===== config.mk =====
export PLATFORM = sky130hd
export DESIGN_NAME = mem_access_ctrl
export DESIGN_NICKNAME = d
export VERILOG_FILES = /design/src/rtl/mem_access_ctrl.sv
export SDC_FILE = /design/constraint.sdc
export NUM_CORES = 1
export LEC_CHECK = 0
export ABC_AREA = 1
export CORE_ASPECT_RATIO = 0.75
export CORE_MARGIN = 3
export CORE_UTILIZATION = 47
export DETAILED_ROUTE_END_ITERATION = 8
export PLACE_DENSITY = 0.83
export SLEW_MARGIN = 20
export SYNTH_ARGS = -nofsm -noshare
export SYNTH_HDL_FRONTEND = slang
export SYNTH_SLANG_ARGS = --single-unit
export TNS_END_PERCENT = 50

===== constraint.sdc =====
create_clock -name clock -period 4.7 [get_ports clock]
set_clock_uncertainty 0.2 [all_clocks]
set_input_delay 0.47 -clock clock [delete_from_list [all_inputs] [get_ports clock]]
set_output_delay 0.47 -clock clock [all_outputs]
set_load 0.02 [all_outputs]

===== src/rtl/mem_access_ctrl.sv =====
// Memory-stage controller: consumes EX/MEM fields, runs a req/ack data-memory access, feeds MEM/WB.
// Latency: non-memory ops 1 cycle; memory ops hold stall for ack-wait + 2 cycles (IDLE, BUSY.., DONE).
// Backpressure: stall freezes upstream while an access is outstanding; MEM_ALIGN_CHECK_EN adds misalign_err.
module mem_access_ctrl #(
    parameter int unsigned MAX_WAIT = 255,
    parameter int unsigned CNT_W    = 8
) (
    input  logic        clock,
    input  logic        reset,
    input  logic        memRead,
    input  logic        memWrite,
    input  logic        word,
    input  logic        regWrite,
    input  logic [4:0]  rd,
    input  logic [31:0] result,
    input  logic [31:0] readData2,
    input  logic        flush,
    output logic        mem_req,
    output logic        mem_we,
    output logic [31:0] mem_addr,
    output logic [3:0]  mem_be,
    output logic [31:0] mem_wdata,
    input  logic        mem_ack,
    input  logic [31:0] mem_rdata,
    output logic        stall,
    output logic        wb_regWrite,
    output logic [4:0]  wb_rd,
    output logic [31:0] wb_data,
`ifdef MEM_ALIGN_CHECK_EN
    output logic        misalign_err,
`endif
    output logic        timeout_err
);

    typedef enum logic [1:0] {IDLE, BUSY, DONE} state_t;

    state_t       state_q, state_d;
    logic [CNT_W-1:0] cnt_q, cnt_d;
    logic         mem_req_q, mem_req_d;
    logic         mem_we_q, mem_we_d;
    logic [31:0]  mem_addr_q, mem_addr_d;
    logic [3:0]   mem_be_q, mem_be_d;
    logic [31:0]  mem_wdata_q, mem_wdata_d;
    logic         op_word_q, op_word_d;
    logic [1:0]   op_lane_q, op_lane_d;
    logic         op_rw_q, op_rw_d;
    logic [4:0]   op_rd_q, op_rd_d;
    logic         wb_rw_q, wb_rw_d;
    logic [4:0]   wb_rd_q, wb_rd_d;
    logic [31:0]  wb_data_q, wb_data_d;
    logic         timeout_q, timeout_d;

    logic         access;
    logic         misalign;
    logic [1:0]   lane;
    logic [7:0]   rdata_byte;
    logic [31:0]  load_data;

    assign access = (memRead | memWrite) & ~flush;
    assign lane   = result[1:0];

`ifdef MEM_ALIGN_CHECK_EN
    logic misalign_q, misalign_d;
    assign misalign     = word & (lane != 2'b00);
    assign misalign_err = misalign_q;
`else
    assign misalign = 1'b0;
`endif

    always_comb begin
        unique case (op_lane_q)
            2'd0:    rdata_byte = mem_rdata[7:0];
            2'd1:    rdata_byte = mem_rdata[15:8];
            2'd2:    rdata_byte = mem_rdata[23:16];
            default: rdata_byte = mem_rdata[31:24];
        endcase
    end

    assign load_data = op_word_q ? mem_rdata : {{24{rdata_byte[7]}}, rdata_byte};

    always_comb begin
        state_d     = state_q;
        cnt_d       = cnt_q;
        mem_req_d   = mem_req_q;
        mem_we_d    = mem_we_q;
        mem_addr_d  = mem_addr_q;
        mem_be_d    = mem_be_q;
        mem_wdata_d = mem_wdata_q;
        op_word_d   = op_word_q;
        op_lane_d   = op_lane_q;
        op_rw_d     = op_rw_q;
        op_rd_d     = op_rd_q;
        wb_rw_d     = wb_rw_q;
        wb_rd_d     = wb_rd_q;
        wb_data_d   = wb_data_q;
        timeout_d   = timeout_q;
`ifdef MEM_ALIGN_CHECK_EN
        misalign_d  = misalign_q | (state_q == IDLE && access && misalign);
`endif
        stall       = 1'b0;

        unique case (state_q)
            IDLE: begin
                wb_rd_d   = rd;
                wb_data_d = result;
                if (access && !misalign) begin
                    stall       = 1'b1;
                    state_d     = BUSY;
                    cnt_d       = '0;
                    mem_req_d   = 1'b1;
                    mem_we_d    = memWrite;
                    mem_addr_d  = {result[31:2], 2'b00};
                    mem_be_d    = word ? 4'b1111 : (4'b0001 << lane);
                    mem_wdata_d = word ? readData2 : {4{readData2[7:0]}};
                    op_word_d   = word;
                    op_lane_d   = lane;
                    op_rw_d     = regWrite;
                    op_rd_d     = rd;
                    wb_rw_d     = 1'b0;
                end else begin
                    // A misaligned word access retires here as a non-writing no-op.
                    mem_req_d = 1'b0;
                    wb_rw_d   = regWrite & ~flush & ~(access & misalign);
                end
            end
            BUSY: begin
                stall = 1'b1;
                if (mem_ack) begin
                    mem_req_d = 1'b0;
                    state_d   = DONE;
                    wb_rd_d   = op_rd_q;
                    if (mem_we_q) begin
                        wb_rw_d = 1'b0;
                    end else begin
                        wb_rw_d   = op_rw_q;
                        wb_data_d = load_data;
                    end
                end else begin
                    cnt_d = cnt_q + CNT_W'(1);
                    if (cnt_q == CNT_W'(MAX_WAIT - 1)) begin
                        mem_req_d = 1'b0;
                        timeout_d = 1'b1;
                        wb_rw_d   = 1'b0;
                        wb_rd_d   = op_rd_q;
                        state_d   = DONE;
                    end
                end
            end
            DONE: begin
                state_d = IDLE;
            end
            default: begin
                state_d = IDLE;
            end
        endcase
    end

    always_ff @(posedge clock) begin
        if (reset) begin
            state_q     <= IDLE;
            cnt_q       <= '0;
            mem_req_q   <= 1'b0;
            mem_we_q    <= 1'b0;
            mem_addr_q  <= '0;
            mem_be_q    <= '0;
            mem_wdata_q <= '0;
            op_word_q   <= 1'b0;
            op_lane_q   <= '0;
            op_rw_q     <= 1'b0;
            op_rd_q     <= '0;
            wb_rw_q     <= 1'b0;
            wb_rd_q     <= '0;
            wb_data_q   <= '0;
            timeout_q   <= 1'b0;
`ifdef MEM_ALIGN_CHECK_EN
            misalign_q  <= 1'b0;
`endif
        end else begin
            state_q     <= state_d;
            cnt_q       <= cnt_d;
            mem_req_q   <= mem_req_d;
            mem_we_q    <= mem_we_d;
            mem_addr_q  <= mem_addr_d;
            mem_be_q    <= mem_be_d;
            mem_wdata_q <= mem_wdata_d;
            op_word_q   <= op_word_d;
            op_lane_q   <= op_lane_d;
            op_rw_q     <= op_rw_d;
            op_rd_q     <= op_rd_d;
            wb_rw_q     <= wb_rw_d;
            wb_rd_q     <= wb_rd_d;
            wb_data_q   <= wb_data_d;
            timeout_q   <= timeout_d;
`ifdef MEM_ALIGN_CHECK_EN
            misalign_q  <= misalign_d;
`endif
        end
    end

    assign mem_req     = mem_req_q;
    assign mem_we      = mem_we_q;
    assign mem_addr    = mem_addr_q;
    assign mem_be      = mem_be_q;
    assign mem_wdata   = mem_wdata_q;
    assign wb_regWrite = wb_rw_q;
    assign wb_rd       = wb_rd_q;
    assign wb_data     = wb_data_q;
    assign timeout_err = timeout_q;

endmodule


==> results.toml <==
[sta]
slew_viol_final = 0
setup-violations-final = 0
fmax_mhz = 333
hold_slack_ns = 0.246
grt_setup_unrepaired = "no"
timing.final.crit_share_pct = 63.9
setup_tns_ns = 0
tightest_slew_ns = 1.11
maxSlewHeadroom_pct = 26.1
hold_viol_final = 0
final.min_clock_period_ns = 3.00
fin_ws_ns = 1.70

[setup_path]
slowest_delay_ns = 0.62
cp-start-kind = "primary input"
endpoint_kind = "output pin"
crit_type = "in -> out"
worst_r2r_path_depth = 9
cp_data_arrival_time_ns = 2.33
path_cells = "clkdlybuf4s50_1, inv_1, nand2_1, nand3_2, nand2_1, clkdlybuf4s50_1"
slowest_stage = "clkdlybuf4s50_1"
worstPathRequired_ns = 4.03
critPathMaxFanout = 22

[place]
dp_hpwl_mm = 13.1
port_buffers = 216
place_ws_ns = 1.59
place.gp.congestion = 0.919

[detailed_routing]
drc = 0
wl_mm = 19.0
viasPerCell = 5.29
antenna_left = 0
wire_per_inst_um = 16.4
drt-initial-drc-count = 530
num_vias = 6114
first_pass_iters = 5

[clocking]
cts_hold_buf = 0
cts_tree = "yes"
clkTransAtPathRegs_ns = 0.06
cts_sinks = 126
cts_made_buffers = 17
postCtsSetupRepairBufs = 0
cts-root-buf = "clkbuf_16"
h-tree-depth = 4
ctsLongestPathBuffers = 2
ctsResizeCount = 0
clk_latency_ns = 0.41

[floorplanning]
core_um2 = 11200
fp.dieArea_um2 = 13200
die_width_um = 132
fp.dieH_um = 100
initial_core_util_pct = 49.5
ioPinCount = 219
num_rows = 33

[synth]
synth_area_per_cell_um2 = 6.96
synth.cell_area_um2 = 5560
yosysTopAreaCell = "dfxtp_1"
ys_warn_count = 0
synth_top_area_share_pct = 45.3
ys_seq_area_share_pct = 45.3
syn_inst = 799
synth_cell_types = 27
synthTopCellsByArea = "dfxtp_1 (45%), nand2_1 (18%), a21oi_1 (10%)"
ys_ff_latch = 126

[cells_and_area]
drive_above_1_share_pct = 6.91
area_delta_synth_final_pct = 51.5
final_nets = 1097
n_antenna_cell = 0
layout_commonest_cell = "nand2_1"
layout_common_cells = "nand2_1 (265), clkdlybuf4s50_1 (215), dfxtp_1 (126), a21oi_1 (116), o21ai_0 (54)"

[global_route]
grt_usage_pct = 28.5
grt_remaining_overflow = 0
grt_pass1_wl_mm = 30.3
antenna_found_initial = 0
grt_max_degree = 73
grt_pass1_vias = 5767

[pwr]
power_mw = 3.45
leakagePower_nw = 3.37
power.density_nw_per_um2 = 409
irDropWorstVdd_mv = 0.273

[status]
status = "complete, no violations"

[flow_run]
maxCapViolations = 0

[worst_hold_path]
hold_class = "reg -> reg"
hold_depth = 2
sequential cells by signal, summed over array words and instances (netlist names):
register     flops
mem_wdata       32
wb_data         32
mem_addr        30
cnt_q            8
op_rd_q          5
wb_rd            5
mem_be           4
op_lane_q        2
state_q          2
mem_req          1
mem_we           1
op_rw_q          1
op_word_q        1
timeout_err      1
wb_regWrite      1
synth_stat cells:
cell type  count
nand2_1      265
dfxtp_1      126
a21oi_1      116
o21ai_0       54
nor2_1        43
inv_1         36
clkbuf_1      31
nand3_1       29
or2_2         22
a31oi_1       16
buf_2         15
o31ai_1        8
buf_4          7
or2_1          7
o211ai_1       5
inv_2          4
nand2_2        3
ha_1           2
nand4_1        2
a21oi_2        1
conb_1         1
nand3_2        1
nand3b_1       1
nor2_2         1
nor2_4         1
o21ai_1        1
o22ai_1        1
power breakdown:
group	switching [mW]	internal [mW]
sequential	0.0555	1.16
clock	0.477	1.10
combinational	0.359	0.297
worst paths after layout:
check / start / end / slack [ns]
max: memWrite / stall / 1.70
min reg2reg: op_rd_q[2]$_SDFFE_PP0P_ / op_rd_q[2]$_SDFFE_PP0P_ / 0.25
min: op_rd_q[2]$_SDFFE_PP0P_ / op_rd_q[2]$_SDFFE_PP0P_ / 0.25
max reg2reg: state_q[1]$_SDFFE_PP0P_ / cnt_q[5]$_SDFFE_PP0P_ / 1.89
per-layer routing:
layer	track usage, %	part of all wire (%)	vias up	wire, um
li1	-	-	2973	-
met1	38.3	44	2826	8330
met2	43.6	45	277	8500
met3	9.47	9.1	38	1730
met4	9.12	2.4	0	451
met5	0	0	-	0
area by class of cell:
cell class              count  area [um2]
clock inverters            10         230
fillers                   866        2800
well taps                 157         196
multi-input cells         581        2660
flip-flops and latches    126        2520
inverters                  40         150
repair buffers            220        2190
clock buffers              22         484
critical path: cells and delay by family:
kind | cells | cell delay (ns)
buffers and inverters | 3 | 1.14
AND/OR/NAND/NOR | 3 | 0.72
kinds of logic after synthesis:
group	count (synthesis)	share of synthesized area, %
adders and majority gates	2	0.450
DFF	126	45.3
and+or+nand+nor	375	27.8
AOI/OAI and AO/OA	202	19.2
buffers and inverters	93	7.08
other	1	0.0674
metrics by stage:
step / instance area [um2] / util [%] / std cells
floorplan: 5570 / - / 800
global placement: 7710 / 68.7 / 1124
detailed placement: 7710 / 68.7 / 1124
CTS: 8430 / 75.0 / 1156
global route: 8430 / 75.0 / 1156
finish: 8430 / 75.0 / 1156
No activity file was read; power rests on OpenSTA's default activity.
